**config.mk**
```make
export PLATFORM = sky130hd
export DESIGN_NAME = wb_stage
export DESIGN_NICKNAME = d
export VERILOG_FILES = /design/src/rtl/wb_stage.sv
export SDC_FILE = /design/constraint.sdc
export NUM_CORES = 1
export LEC_CHECK = 0
export ABC_AREA = 1
export ABC_CLOCK_PERIOD_IN_PS = 4700
export BUFFER_PORTS_ARGS = -buffer_cell sky130_fd_sc_hd__clkbuf_2
export CAP_MARGIN = 20
export CORE_ASPECT_RATIO = 1.5
export CORE_UTILIZATION = 59
export DETAILED_ROUTE_END_ITERATION = 6
export PLACE_DENSITY = 0.85
export SLEW_MARGIN = 10
export SYNTH_ARGS = -nofsm -noshare
export SYNTH_HDL_FRONTEND = slang
export SYNTH_SLANG_ARGS = --single-unit
```
**constraint.sdc**
```tcl
create_clock -name i_clk -period 4.7 [get_ports i_clk]
set_input_delay 0.235 -clock i_clk [delete_from_list [all_inputs] [get_ports i_clk]]
set_output_delay 0.235 -clock i_clk [all_outputs]
set_load 0.05 [all_outputs]
```
**src/rtl/wb_stage.sv**
```systemverilog
// Writeback stage: merges ALU results with extended load data, buffers loads that lose arbitration.
// Optional macro WB_PERF_EN adds the perf_load_stall counter port.
module wb_stage #(
  parameter int DEPTH = 2
) (
  input  logic        i_clk,
  input  logic        i_rst,
  input  logic        alu_valid,
  input  logic        alu_we,
  input  logic [4:0]  alu_rd,
  input  logic [31:0] alu_val,
  input  logic        mem_valid,
  output logic        mem_ready,
  input  logic [4:0]  mem_rd,
  input  logic [31:0] mem_rdata,
  input  logic [2:0]  mem_funct3,
  input  logic [1:0]  mem_addr_lo,
  output logic [4:0]  rd,
  output logic        rd_write_control,
  output logic [31:0] rd_write_val
`ifdef WB_PERF_EN
  , output logic [15:0] perf_load_stall
`endif
);

  localparam logic [1:0] FULL = 2'(DEPTH);

  logic [4:0]  buf_rd_q  [DEPTH];
  logic [31:0] buf_val_q [DEPTH];
  logic        wr_ptr_q, wr_ptr_d;
  logic        rd_ptr_q, rd_ptr_d;
  logic [1:0]  count_q, count_d;

  logic [4:0]  rd_q, rd_d;
  logic        we_q, we_d;
  logic [31:0] val_q, val_d;

  logic        accept, alu_sel, pop, push, bypass, sel_valid;
  logic [4:0]  sel_rd;
  logic [31:0] sel_val;
  logic [7:0]  ld_byte;
  logic [15:0] ld_half;
  logic [31:0] ld_ext;

  assign mem_ready = (count_q < FULL);
  assign accept    = mem_valid && mem_ready;
  assign alu_sel   = alu_valid && alu_we;

  // Load extension happens at accept time, so the buffer holds final write data.
  always_comb begin
    ld_byte = mem_rdata[7:0];
    case (mem_addr_lo)
      2'd1:    ld_byte = mem_rdata[15:8];
      2'd2:    ld_byte = mem_rdata[23:16];
      2'd3:    ld_byte = mem_rdata[31:24];
      default: ld_byte = mem_rdata[7:0];
    endcase
    ld_half = mem_addr_lo[1] ? mem_rdata[31:16] : mem_rdata[15:0];
    case (mem_funct3)
      3'b000:  ld_ext = {{24{ld_byte[7]}}, ld_byte};
      3'b001:  ld_ext = {{16{ld_half[15]}}, ld_half};
      3'b100:  ld_ext = {24'd0, ld_byte};
      3'b101:  ld_ext = {16'd0, ld_half};
      default: ld_ext = mem_rdata;
    endcase
  end

  // Priority: ALU write, then buffer head, then the load accepted this cycle.
  always_comb begin
    sel_valid = 1'b0;
    sel_rd    = alu_rd;
    sel_val   = alu_val;
    pop       = 1'b0;
    bypass    = 1'b0;
    if (alu_sel) begin
      sel_valid = 1'b1;
    end else if (count_q != 2'd0) begin
      sel_valid = 1'b1;
      pop       = 1'b1;
      sel_rd    = buf_rd_q[rd_ptr_q];
      sel_val   = buf_val_q[rd_ptr_q];
    end else if (accept) begin
      sel_valid = 1'b1;
      bypass    = 1'b1;
      sel_rd    = mem_rd;
      sel_val   = ld_ext;
    end
    push = accept && !bypass;

    wr_ptr_d = push ? ~wr_ptr_q : wr_ptr_q;
    rd_ptr_d = pop  ? ~rd_ptr_q : rd_ptr_q;
    count_d  = count_q;
    if (push && !pop) begin
      count_d = count_q + 2'd1;
    end else if (pop && !push) begin
      count_d = count_q - 2'd1;
    end

    // rd/val hold on idle cycles; x0 results are consumed without a write.
    rd_d  = rd_q;
    val_d = val_q;
    we_d  = 1'b0;
    if (sel_valid) begin
      rd_d  = sel_rd;
      val_d = sel_val;
      we_d  = (sel_rd != 5'd0);
    end
  end

  always_ff @(posedge i_clk or posedge i_rst) begin
    if (i_rst) begin
      wr_ptr_q <= 1'b0;
      rd_ptr_q <= 1'b0;
      count_q  <= 2'd0;
      rd_q     <= 5'd0;
      we_q     <= 1'b0;
      val_q    <= 32'd0;
    end else begin
      wr_ptr_q <= wr_ptr_d;
      rd_ptr_q <= rd_ptr_d;
      count_q  <= count_d;
      rd_q     <= rd_d;
      we_q     <= we_d;
      val_q    <= val_d;
    end
  end

  always_ff @(posedge i_clk) begin
    if (push) begin
      buf_rd_q[wr_ptr_q]  <= mem_rd;
      buf_val_q[wr_ptr_q] <= ld_ext;
    end
  end

  assign rd               = rd_q;
  assign rd_write_control = we_q;
  assign rd_write_val     = val_q;

`ifdef WB_PERF_EN
  logic [15:0] perf_q;

  always_ff @(posedge i_clk or posedge i_rst) begin
    if (i_rst) begin
      perf_q <= 16'd0;
    end else if (count_q != 2'd0 && alu_sel && perf_q != 16'hFFFF) begin
      perf_q <= perf_q + 16'd1;
    end
  end

  assign perf_load_stall = perf_q;
`else
  // Without the perf option there is no stall counter.
`endif

endmodule

```
---- Yosys cells after proc, flatten, opt, wreduce, memory -nomap -nowiden ----
Memory sizes are Yosys's and may differ from the RTL's.
Cells that the tools add are included.
cells by class
  $add $sub $neg .......................... 2
  $lt $le $gt $ge ......................... 1
  equal/unequal tests ..................... 6
  mux-type cells .......................... 21
  bitwise gates (word level) .............. 2
  reduce and logical (&&, ||, !) cells .... 12
operator list
  operator               count
  $pmux W32 S4           1
  $mux W32               3
  $pmux W8 S3            1
  $mux W16               1
  $mux W5                3
  $mux W1                10
  $eq A3 B3 Y1 const B   2
  $logic_and A1 B1 Y1    5
  $reduce_bool A5 Y1     1
  $eq A2 B2 Y1 const B   2
  $mux W2                2
  $reduce_bool A2 Y1     2
  $eq A3 B1 Y1 const B   1
  $logic_not A1 Y1       3
  $logic_not A3 Y1       1
  $add A2 B1 Y2 const B  1
  $eq A2 B1 Y1 const B   1
  $lt A2 B2 Y1 const B   1
  $not A1 Y1             2
  $sub A2 B1 Y2 const B  1
storage, ports and cells
  flip-flop bits (word level) ............. 42
  memory bits (writable) .................. 74
  bits of input ports ..................... 84
  output and inout bits ................... 39
  memories kept ........................... 2
memories
  memory     words  width  rd ports  clocked after Yosys merged registers in  write ports  line  text
  buf_val_q  2      32     1         0                                        1            29    logic [31:0] buf_val_q [DEPTH];
  buf_rd_q   2      5      1         0                                        1            28    logic [4:0] buf_rd_q [DEPTH];

---- Logic depth before layout (Yosys ltp) ----
Gate-level depths: netlist of run 1.
  depth in word-level cells ............... 11
  gate-level depth with buffers ........... 10
  gate-level depth less buffers ........... 9

---- Least setup slack after synthesis of run 1 ----
No wires, ideal clock.
  path type ............................... flip-flop to flip-flop
  start point ............................. register count_q[1]
  end point ............................... memory buf_rd_q[1][0] (enable)
  setup time .............................. 433 ps
  data arrival time ....................... 2,700 ps
  required time ........................... 4,267 ps
  slack ................................... 1,567 ps
  stages on the path, launching flop included .. 6
  buffers on the path ..................... 0
  clock period less this slack ............ 3,133 ps
  cell sequence ........................... dfrtp_1 -> inv_1 -> nand2_1 -> nor2_1 -> inv_1 -> nor2_1
on the way
  cells in the longest elaborated chain, start to end .. 9
ends and longest elaborated chain
  what                             line  text
  start, declared                  32    logic [1:0] count_q, count_d;
  start signal, assigned           121   count_q <= count_d;
  $lt A2 B2 Y1 *                   45    assign mem_ready = (count_q < FULL);
  named net mem_ready              13    output logic mem_ready,
  $logic_and A1 B1 Y1 *            46    assign accept = mem_valid && mem_ready;
  $mux W1                          82    end else if (accept) begin
  $mux W1                          77    end else if (count_q != 2'd0) begin
  $mux W1                          75    if (alu_sel) begin
  $logic_not A1 Y1                 88    push = accept && !bypass;
  $logic_and A1 B1 Y1 *            88
  named net push                   38    logic accept, alu_sel, pop, push, bypass, sel_valid;
  $mux W1 *                        129   if (push) begin
  $mux W1 (implied by the code) *  130   buf_rd_q[wr_ptr_q] <= mem_rd;
  end, declared                    28
Mark *: on every way through the listed nets, which the timed path passes. The rest lies on a longest branch.

---- Worst setup path in the final report of run 1 ----
  start point ............................. register count_q[0]
  end point ............................... register count_q[1]
on the way
  cells in the longest elaborated chain, start to end .. 10
ends and longest elaborated chain
  what                                 line  text
  $lt A2 B2 Y1                         45
  $logic_and A1 B1 Y1                  46
  $mux W1                              82
  $mux W1                              77
  $mux W1                              75
  $logic_not A1 Y1                     88
  $logic_and A1 B1 Y1 *                88
  named net push                       38
  $logic_not A1 Y1                     95    end else if (pop && !push) begin
  $logic_and A1 B1 Y1                  95
  $reduce_bool A2 Y1 (no source line)  --
Mark *: on every way through the listed nets, which the timed path passes. The rest lies on a longest branch. The select of a mux whose other input is x is not followed.
A chain may end at the register's enable or synchronous reset.

==> results.ini, run 1 <==
[drt]
drtAntennaViolNets = 0
route.detailed.drc = 0
drt_wl_total_mm = 15.3
num_vias = 5199
post_drt_wl_per_cell_microns = 16.7
drtPass1Iterations = 6
viasPerCell = 5.68
first_iter_violations = 481

[hold_path]
min_path_type = in2reg
whs_path_depth = 3

[sta]
fin_crit_sh_pct = 56.9
finalSetupViolations = 0
grt_setup_unrepaired = no
clock.fmax_mhz = 374
setup-tns-final_ns = 0
worst_slack_ns = 2.03
relSlewSlack_pct = 39.9
skew_ns = 0.00431
hold_violations = 0
tightest_slew_ns = 0.900
maxSlewViolCount = 0
hold_slack_ns = 0.0426
min_period_ns = 2.67

[placement]
io_buffer_count = 122
dpl_cell_area_sq_mm = 0.00640
gp_congestion = 0.894
dpl.hpwl_mm = 10.1
dp_worst_setup_slack_ns = 1.63
place_inst = 881

[cells_and_area]
fin_area_sq_mm = 0.00705
flow.area_growth_from_synthesis_pct = 21.9
layout_common_cells = nand2_1, clkbuf_2, edfxtp_1
drive_above_1_share_pct = 22.0
fin_nets = 876
stdcell_count = 916
antennaDiodeCount = 0
layout_commonest_cell = nand2_1

[floorplanning]
die_area_sq_mm = 0.0102
core_sq_mm = 0.00936
floorplan.initialDensity_pct = 61.8
die_h_microns = 123
row_count = 43
fp.dieW_microns = 82.9
io_pins = 123

[global_route]
track_usage_pct = 30.8
overflow = 0
grt_use_met2_pct = 54.6
grt_pass1_vias = 5152
grt.met1_usage_pct = 34.9
grt_pass1_wl_mm = 24.1
globalRouteMet3Util_pct = 7.14
grt_antenna_before_repair = 0
grt_max_degree = 55
gr-max-usage-layer = met2

[yosys]
synth-seq-cells = 116
yosysWarnings = 0
syn_nets = 761
synth_top_area_share_pct = 38.4
avgSynthCellArea_sq_um = 8.56
syn_inst = 676
synth_cell_types = 35
yosys.area.top_type = edfxtp_1
yosys-top-cells-area = edfxtp_1, dfrtp_1, nand2_1
netlist_area_sq_mm = 0.00579
seq_area_frac_synth_pct = 56.6

[critical_path]
path_max_fanout = 27
cp-start-kind = register
reg2regPathDepth = 8
critical_path_arrival_ns = 2.95
worstPathRequired_ns = 4.98
critical_path_class = reg2reg
end_kind = register

[status]
status = completed

[power]
ir_worst_vdd_mv = 0.467
pwr-share-comb_pct = 40.3
power_frac_clock_pct = 27.1
swShare_pct = 42.5
seqPwrFrac_pct = 32.7
p_sw_uw = 2030
power.density_mw_per_mm2 = 677
p_int_uw = 2750
p_leak_uw = 0.00333

[clocking]
cts-root-buf = clkbuf_16
cts_tree = done
cts_buffers = 17
insertion_delay_ns = 0.41
htreeDepth = 4
clk_pin_slew_ns = 0.06
numClockSinks = 116
ctsResizeCount = 0
max-clock-path-buffers = 2

[flow_run]
maxCapViolations = 0

## area by class of cell
| type | count | area [sq um] |
|---|---|---|
| flip-flops and latches | 116 | 3270 |
| clock buffers | 18 | 429 |
| well taps | 112 | 140 |
| fillers | 660 | 2310 |
| repair buffers | 129 | 718 |
| clock inverters | 14 | 161 |
| multi-input cells | 495 | 2210 |
| inverters | 32 | 123 |
## cells by family (layout without fill, tap and decap cells)
| family | Yosys count | after routing | synth area share, % |
|---|---|---|---|
| simple gates | 387 | 387 | 27.5 |
| flops | 116 | 116 | 56.6 |
| compound gates | 104 | 104 | 9.69 |
| buf+inv | 65 | 193 | 5.54 |
| xor+xnor | 3 | 3 | 0.454 |
| fa+ha+maj | 1 | 1 | 0.216 |
## state kept, by name, summed over array words and instances (netlist names)
signal	flops
buf_val_q	64
rd_write_val	32
buf_rd_q	10
rd	5
count_q	2
rd_ptr_q	1
rd_write_control	1
wr_ptr_q	1
## critical path, cell delays in order, from the launching register on
cell,delay [ns]
dfrtp_1,0.46
nor2_4,0.34
nand2_1,0.18
nor2_4,0.57
nor2_1,0.18
ha_1,0.36
a21oi_1,0.13
o21ai_0,0.14
xor2_1,0.18
## path summary, 6_finish.rpt
kind | startpoint | end | slack (ns)
worst max-delay path | count_q[0]$_DFFE_PP0P_ | count_q[1]$_DFFE_PP0P_ | 2.03
worst min-delay path | alu_val[4] | rd_write_val[4]$_DFFE_PP0P_ | 0.04
worst max register to register | count_q[0]$_DFFE_PP0P_ | count_q[1]$_DFFE_PP0P_ | 2.03
worst min register to register | rd_write_val[7]$_DFFE_PP0P_ | rd_write_val[7]$_DFFE_PP0P_ | 0.49
max in group asynchronous | i_rst | rd_write_val[8]$_DFFE_PP0P_ | 3.80
min in group asynchronous | i_rst | rd_ptr_q$_DFFE_PP0P_ | 0.50
## power groups by stage
stage / registers (uW) / logic (uW) / clock network (uW)
2_1_floorplan: 2140 / 829 / 0
3_3_place_gp: 1560 / 1790 / 0
3_5_place_dp: 1580 / 1870 / 0
4_1_cts: 1560 / 1890 / 1300
5_1_grt: 1590 / 2070 / 1340
6_report: 1560 / 1920 / 1290
## per-layer routing
layer,up-vias,wire [microns]
met3,41,1130
met4,0,454
met5,-,0
met1,2422,5770
met2,278,7940
li1,2458,-
## synth_stat cells (all sizes together)
master,n
edfxtp,74
buf,29
a21boi,8
a22o,2
nor2,72
nand3b,1
inv,31
o21ai,25
nand3,47
nand4,3
nand2,255
ha,1
o211ai,2
a211oi,1
nor3,2
o21a,2
a21oi,64
xor2,2
clkinv,1
and2,4
nor3b,1
or2,2
clkbuf,4
xnor2,1
dfrtp,42
## through the flow
stage	power, uW	utilization, %
after floorplan	2960	-
after detailed placement	3440	68.4
final	4770	75.3
after CTS	4740	74.8
after global placement	3350	68.1
after global routing	5000	75.3
## timing repair
item	CTS	global route
buffers inserted	0	0
hold buffers	1	0
endpoints found under the hold margin	42	0
Note: power is estimated with default switching activity, not from simulation.
==> run 2, diff against run 1 <==
- ABC_AREA: 1 -> 0
- ABC_CLOCK_PERIOD_IN_PS: 4700 -> 2200
- CORE_UTILIZATION: 59 -> 49
- PLACE_DENSITY: 0.85 -> 0.76
- clock period: 4.7 -> 2.2 ns (I/O delays scaled with it)
==> run 2 against run 1 <==
Compared with the run above:
- clock power is 100% higher
- global-route usage is 3.0 points lower
- critical path type unchanged
- worst setup slack worse by 1.7 ns
- maximum frequency is 42% higher
- largest power group unchanged
- critical endpoint is now rd_write_control$_DFF_PP0_
- final cell count is 14% lower
- final area is 1.9% higher
==> results.ini, run 2 <==
[status]
status = completed

[drt]
drtPass1Iterations = 6  ; unchanged
num_vias = 4582  ; -12%
drtAntennaViolNets = 0  ; unchanged
first_iter_violations = 350  ; -27%
route.detailed.drc = 0  ; unchanged
post_drt_wl_per_cell_microns = 19.5  ; +17%
viasPerCell = 5.82  ; +2.6%
drt_wl_total_mm = 15.3  ; +0.24%

[floorplanning]
die_area_sq_mm = 0.0118  ; +15%
die_h_microns = 132  ; +7.4%
core_sq_mm = 0.0111  ; +18%
io_pins = 123  ; unchanged
floorplan.initialDensity_pct = 50.3  ; -12 points
row_count = 47  ; +9.3%
fp.dieW_microns = 89.0  ; +7.4%

[critical_path]
path_max_fanout = 9  ; -67%
cp-start-kind = register
critPathSlowestCell = dfrtp_1
crit_buf_inv = 1  ; +1
critical_path_arrival_ns = 2.17  ; -0.78 ns
crit_chain = a2bb2oi_1, buf_4, nand2_1, o221ai_1, and3_1, a31oi_1
end_kind = register
worstPathRequired_ns = 2.48  ; -2.50 ns
critical-path-max-stage-delay_ns = 0.53  ; -0.04 ns
cp_top_family = compound AO/OA/AOI/OAI gates
critical_path_class = reg2reg

[sta]
hold_violations = 0  ; unchanged
relSlewSlack_pct = 55.0  ; +15 points
finalSetupViolations = 0  ; unchanged
maxSlewViolCount = 0  ; unchanged
grt_setup_unrepaired = no
hold_slack_ns = 0.00720  ; -0.0354 ns
setup-tns-final_ns = 0  ; unchanged
fin_crit_sh_pct = 85.8  ; +29 points
tightest_slew_ns = 0.670  ; -0.229 ns
min_period_ns = 1.89  ; -0.787 ns
clock.fmax_mhz = 530  ; +42%
skew_ns = 0.00588  ; +0.00157 ns

[yosys]
synth_cell_types = 46  ; +31%
netlist_area_sq_mm = 0.00556  ; -3.9%
avgSynthCellArea_sq_um = 11.5  ; +35%
synth-seq-cells = 116  ; unchanged
synthFlopType = edfxtp_1
synth_common_cells = edfxtp_1, nor2_1, o21ai_0, dfrtp_1, nand2_1
yosysWarnings = 0  ; unchanged
synth_edf_count = 74  ; unchanged
synth.most_common_cell = edfxtp_1
synthArstFlopShare_pct = 36.2  ; unchanged
seq_area_frac_synth_pct = 58.9  ; +2.3 points
yosys.area.top_type = edfxtp_1
syn_inst = 482  ; -29%
yosys-top-cells-area = edfxtp_1, dfrtp_1, mux2i_1
syn_nets = 567  ; -25%
synth_top_area_share_pct = 40.0  ; +1.6 points

[global_route]
grt_antenna_before_repair = 0  ; unchanged
grt_max_degree = 40  ; -27%
track_usage_pct = 27.8  ; -3.0 points
grt_pass1_wl_mm = 24.0  ; -0.54%
overflow = 0  ; unchanged
grt_pass1_vias = 4673  ; -9.3%

[hold_path]
min_path_type = in2reg

[clocking]
insertion_delay_ns = 0.41  ; about the same
htreeDepth = 4  ; unchanged
max-clock-path-buffers = 2  ; unchanged
clk_pin_slew_ns = 0.05  ; about the same
cts-root-buf = clkbuf_16
cts_setup_buffers = 0  ; unchanged
numClockSinks = 116  ; unchanged
cts_buffers = 17  ; unchanged
cts_tree = done

[cells_and_area]
fin_nets = 712  ; -19%
layout_commonest_cell = clkbuf_2
layout_common_cells = clkbuf_2, edfxtp_1, nor2_1
largest_reg_flops = 64  ; unchanged
antennaDiodeCount = 0  ; unchanged
largest-register = buf_val_q
flow.area_growth_from_synthesis_pct = 29.3
drive_above_1_share_pct = 32.2  ; +10 points
final_core_util_pct = 65.0  ; -10 points

[power]
power.density_mw_per_mm2 = 1390  ; +110%
p_leak_uw = 0.00293  ; -12%
ir_worst_vdd_mv = 0.711  ; +52%

[placement]
io_buffer_count = 122  ; unchanged
dpl.hpwl_mm = 10.9  ; +7.6%
gp_congestion = 0.874  ; -2.2%

[flow_run]
maxCapViolations = 0  ; unchanged

[run 2: cell count changes in the layout (fill, tap and decap cells not counted), moves of 14 or more]
cell           delta
o21ai_0          +22
nor2_1           -20
a21oi_1          -48
o221ai_1         +19
mux2i_1          +26
nand2_1         -214
dlygate4sd3_1    +19
nor2b_1          +19
inv_1            -18
nand3_1          -43
a211oi_1         +14
[run 2: path summary, 6_finish.rpt]
| kind | startpoint | endpoint | slack (ns) | depth (start not counted) |
|---|---|---|---|---|
| worst max-delay path | count_q[1]$_DFFE_PP0P_ | rd_write_control$_DFF_PP0_ | 0.31 | 6 |
| worst min-delay path | alu_val[24] | rd_write_val[24]$_DFFE_PP0P_ | 0.007 | 3 |
| worst max register to register | count_q[1]$_DFFE_PP0P_ | rd_write_control$_DFF_PP0_ | 0.31 | 6 |
| worst min register to register | rd[1]$_DFFE_PP0P_ | rd[1]$_DFFE_PP0P_ | 0.49 | 2 |
| max in group asynchronous | i_rst | rd_write_val[16]$_DFFE_PP0P_ | 1.35 | 4 |
| min in group asynchronous | i_rst | rd_write_val[15]$_DFFE_PP0P_ | 0.25 | 3 |
[run 2: layer usage]
| layer | track usage [%] | wire (microns) |
|---|---|---|
| met5 | 0 | 0 |
| met4 | 15.7 | 636 |
| met3 | 5.36 | 1060 |
| met2 | 45.8 | 7930 |
| met1 | 33.7 | 5700 |
[run 2: cell type report]
cell class              instances  area, sq um
well taps                     147          184
inverters                       9         33.8
fillers                       900         3870
clock inverters                10          108
clock buffers                  22          464
multi-input cells             321         2110
flip-flops and latches        116         3270
repair buffers                162         1020
[run 2: cells by family (layout without fill, tap and decap cells)]
kind of cell	after synthesis	count (layout)	share of synthesized area [%]
multiplexers	36	36	6.91
adder cells (fa/ha/maj)	1	1	0.225
AO/OA/AOI/OAI	143	143	17.9
flip-flops	116	116	58.9
AND/OR/NAND/NOR	136	136	11.7
buffers and inverters	45	203	3.56
XOR/XNOR	5	5	0.788
[run 2: power by group]
| part | leakage, uW | internal (uW) | switching [uW] | total, uW |
|---|---|---|---|---|
| sequential | 0.00116 | 2980 | 365 | 3350 |
| clock | 0.000276 | 1710 | 932 | 2640 |
| combinational | 0.00149 | 1250 | 2760 | 4010 |
| total | 0.00293 | 5950 | 4050 | 10000 |
[run 2: tightest hold or removal path: cells and delay by family]
kind / cells / cell delay [ns]
compound gates: 2 / 0.20
buf+inv: 1 / 0.08
[run 2: through the flow]
stage / instance area [sq um] / setup slack (ns) / power, uW / cells
final: 7190 / 0.312 / 10000 / 787
after global routing: 7190 / 0.203 / 10500 / 787
after CTS: 7190 / 0.319 / 10000 / 787
after detailed placement: 6420 / 0.271 / 7350 / 735
after global placement: 6400 / 0.340 / 7240 / 734
after floorplan: 5580 / 0.0101 / 6250 / 482
[run 2: repair_timing]
action | in CTS | in global routing
hold endpoints to repair | 38 | 0
resized for setup | 0 | 0
hold buffers | 20 | 0
==> run 3, diff against run 2 <==
- BUFFER_PORTS_ARGS: -buffer_cell sky130_fd_sc_hd__clkbuf_2 -> not set
- CORE_UTILIZATION: 49 -> 57
- DONT_BUFFER_PORTS: not set -> 1
- HOLD_SLACK_MARGIN: not set -> 0.05
- PLACE_DENSITY: 0.76 -> 0.75
==> run 3 against run 2 <==
Compared with the run above:
- sequential power increased by 38%
- wire length grew 4.7%
- count of clock-buffer cells in the layout is the same
- global-route usage rose by 6.1 points
- sequential cell count unchanged
- maximum frequency down 11%
- via count fell by 0.55%
- worst hold slack improved by 0.055 ns
- non-clock buffer count is 58 lower
- worst setup slack worse by 0.24 ns
- critical endpoint is now rd_write_val[12]$_DFFE_PP0P_
- largest power group is now sequential cells
==> results.ini, run 3 (synthesis results as in run 2) <==
[sta]
min_period_ns = 2.13  ; +0.242 ns
clock.fmax_mhz = 469  ; -11%
setup-tns-final_ns = 0  ; unchanged
relSlewSlack_pct = 64.1  ; +9.1 points
maxSlewViolCount = 0  ; unchanged
skew_ns = 0.00861  ; +0.00273 ns
worst_slack_ns = 0.0700  ; -0.242 ns
tightest_slew_ns = 0.537  ; -0.134 ns
finalSetupViolations = 0  ; unchanged
fin_crit_sh_pct = 96.8  ; +11 points
grt_setup_unrepaired = no
hold_slack_ns = 0.0623  ; +0.0551 ns
hold_violations = 0  ; unchanged

[drt]
viasPerCell = 6.57  ; +13%
first_iter_violations = 412  ; +18%
route.detailed.drc = 0  ; unchanged
post_drt_wl_per_cell_microns = 23.1  ; +19%
num_vias = 4557  ; -0.55%
drtAntennaViolNets = 0  ; unchanged
drtPass1Iterations = 5  ; -1
drt_wl_total_mm = 16.1  ; +4.7%

[floorplanning]
core_sq_mm = 0.00936  ; -15%
io_pins = 123  ; unchanged
die_area_sq_mm = 0.0102  ; -14%
fp.dieW_microns = 82.6  ; -7.1%
row_count = 43  ; -8.5%
floorplan.initialDensity_pct = 59.4  ; +9.1 points
die_h_microns = 123  ; -7.2%

[clocking]
htreeDepth = 4  ; unchanged
insertion_delay_ns = 0.42  ; about the same
numClockSinks = 116  ; unchanged
max-clock-path-buffers = 2  ; unchanged
cts-root-buf = clkbuf_16
clk_pin_slew_ns = 0.05  ; about the same
cts_setup_buffers = 0  ; unchanged
cts_tree = done
cts_buffers = 17  ; unchanged

[cells_and_area]
stdcell_count = 694  ; -12%
fin_area_sq_mm = 0.00717  ; -0.30%
fin_nets = 654  ; -8.1%
drive_above_1_share_pct = 15.6  ; -17 points
layout_commonest_cell = dlygate4sd3_1
multi_input_comb_area_sq_mm = 0.00211  ; +0.12%
layout_common_cells = dlygate4sd3_1, edfxtp_1, nor2_1
largest-register = buf_val_q
largest_reg_flops = 64  ; unchanged
antennaDiodeCount = 0  ; unchanged
fillerInstances = 585  ; -35%
ff_latch_area_sq_mm = 0.00328  ; about the same
flow.area_growth_from_synthesis_pct = 28.9

[hold_path]
whs_path_depth = 4  ; +1
min_path_type = in2reg

[critical_path]
path_max_fanout = 9  ; unchanged
critical-path-max-stage-delay_ns = 0.59  ; +0.06 ns
cp.depth = 5  ; -1
critical_path_arrival_ns = 2.46  ; +0.29 ns
end_kind = register
critical_path_class = reg2reg
cp_top_family = simple AND/OR/NAND/NOR gates
crit_chain = nor2_2, and4_1, a222oi_1, dlygate4sd3_1, a31oi_1
cp-start-kind = register
worstPathRequired_ns = 2.53  ; +0.05 ns
critPathSlowestCell = dlygate4sd3_1
crit_buf_inv = 1  ; unchanged
reg2regPathDepth = 5  ; -1

[power]
ir_worst_vdd_mv = 0.953  ; +34%
power.density_mw_per_mm2 = 1390  ; -0.30%
p_leak_uw = 0.00272  ; -7.3%

[global_route]
overflow = 0  ; unchanged
grt_pass1_vias = 4630  ; -0.92%
track_usage_pct = 33.9  ; +6.1 points
grt_pass1_wl_mm = 24.3  ; +1.1%
grt_antenna_before_repair = 0  ; unchanged
grt_max_degree = 43  ; +7.5%

[placement]
dp_worst_setup_slack_ns = 0.374  ; +0.103 ns
dpl.hpwl_mm = 9.85  ; -9.5%
place_inst = 580  ; -21%
io_buffer_count = 0  ; -100%
dpl_cell_area_sq_mm = 0.00572  ; -11%
gp_congestion = 0.827  ; -5.4%

[flow_run]
maxCapViolations = 0  ; unchanged

[status]
status = completed

[run 3: cell count changes in the layout (fill, tap and decap cells not counted), sizes merged]
cell         before  now
clkinvlp          3    1
dlygate4sd3      20   81
buf              20   23
clkbuf          144   22
inv               8    9
bufinv            2    3
[run 3: layer usage]
| metal | share of wire (%) | global-route usage, % |
|---|---|---|
| met1 | 35 | 39.1 |
| met2 | 53 | 56.3 |
| met3 | 8.8 | 10.6 |
| met4 | 3.3 | 17.1 |
| met5 | 0 | 0 |
[run 3: final cells by class]
type	instances	area share [%]
Clock buffer	22	6.76
Tap cell	112	1.95
Inverter	9	0.471
Sequential cell	116	45.7
Timing Repair Buffer	104	13.9
Clock inverter	10	1.78
Multi-Input combinational cell	321	29.4
[run 3: power breakdown]
| group | switching, uW | leakage [uW] | total, uW | internal [uW] |
|---|---|---|---|---|
| registers | 1640 | 0.00116 | 4610 | 2960 |
| clock network | 934 | 0.000305 | 2820 | 1880 |
| logic | 1440 | 0.00125 | 2520 | 1070 |
| total | 4020 | 0.00272 | 9940 | 5920 |
[run 3: path summary, 6_finish.rpt]
kind	startpoint	to	slack (ns)
setup / recovery	count_q[0]$_DFFE_PP0P_	rd_write_val[12]$_DFFE_PP0P_	0.07
hold / removal	mem_valid	rd[4]$_DFFE_PP0P_	0.06
setup reg to reg	count_q[0]$_DFFE_PP0P_	rd_write_val[12]$_DFFE_PP0P_	0.07
hold reg to reg	wr_ptr_q$_DFFE_PP0P_	wr_ptr_q$_DFFE_PP0P_	0.55
max in group asynchronous	i_rst	rd_ptr_q$_DFFE_PP0P_	1.55
min in group asynchronous	i_rst	rd_write_val[4]$_DFFE_PP0P_	0.13
[run 3: per-stage QoR]
stage,utilization (%),total power (uW)
detailed placement,61.1,6860
CTS,76.3,9850
finish,76.6,9940
global route,76.6,10300
global placement,61.1,6770
floorplan,-,6250
[run 3: timing repair]
action,4_1_cts,5_1_grt
endpoints found under the setup margin,0,1
hold buffers,81,0
hold endpoints to repair,154,0
resized for setup,0,2
[run 3: tightest hold or removal path: cells and delay by family]
kind	cells	cell delay [ns]
and+or+nand+nor	2	0.09
buffers and inverters	1	0.17
AOI/OAI and AO/OA	1	0.06
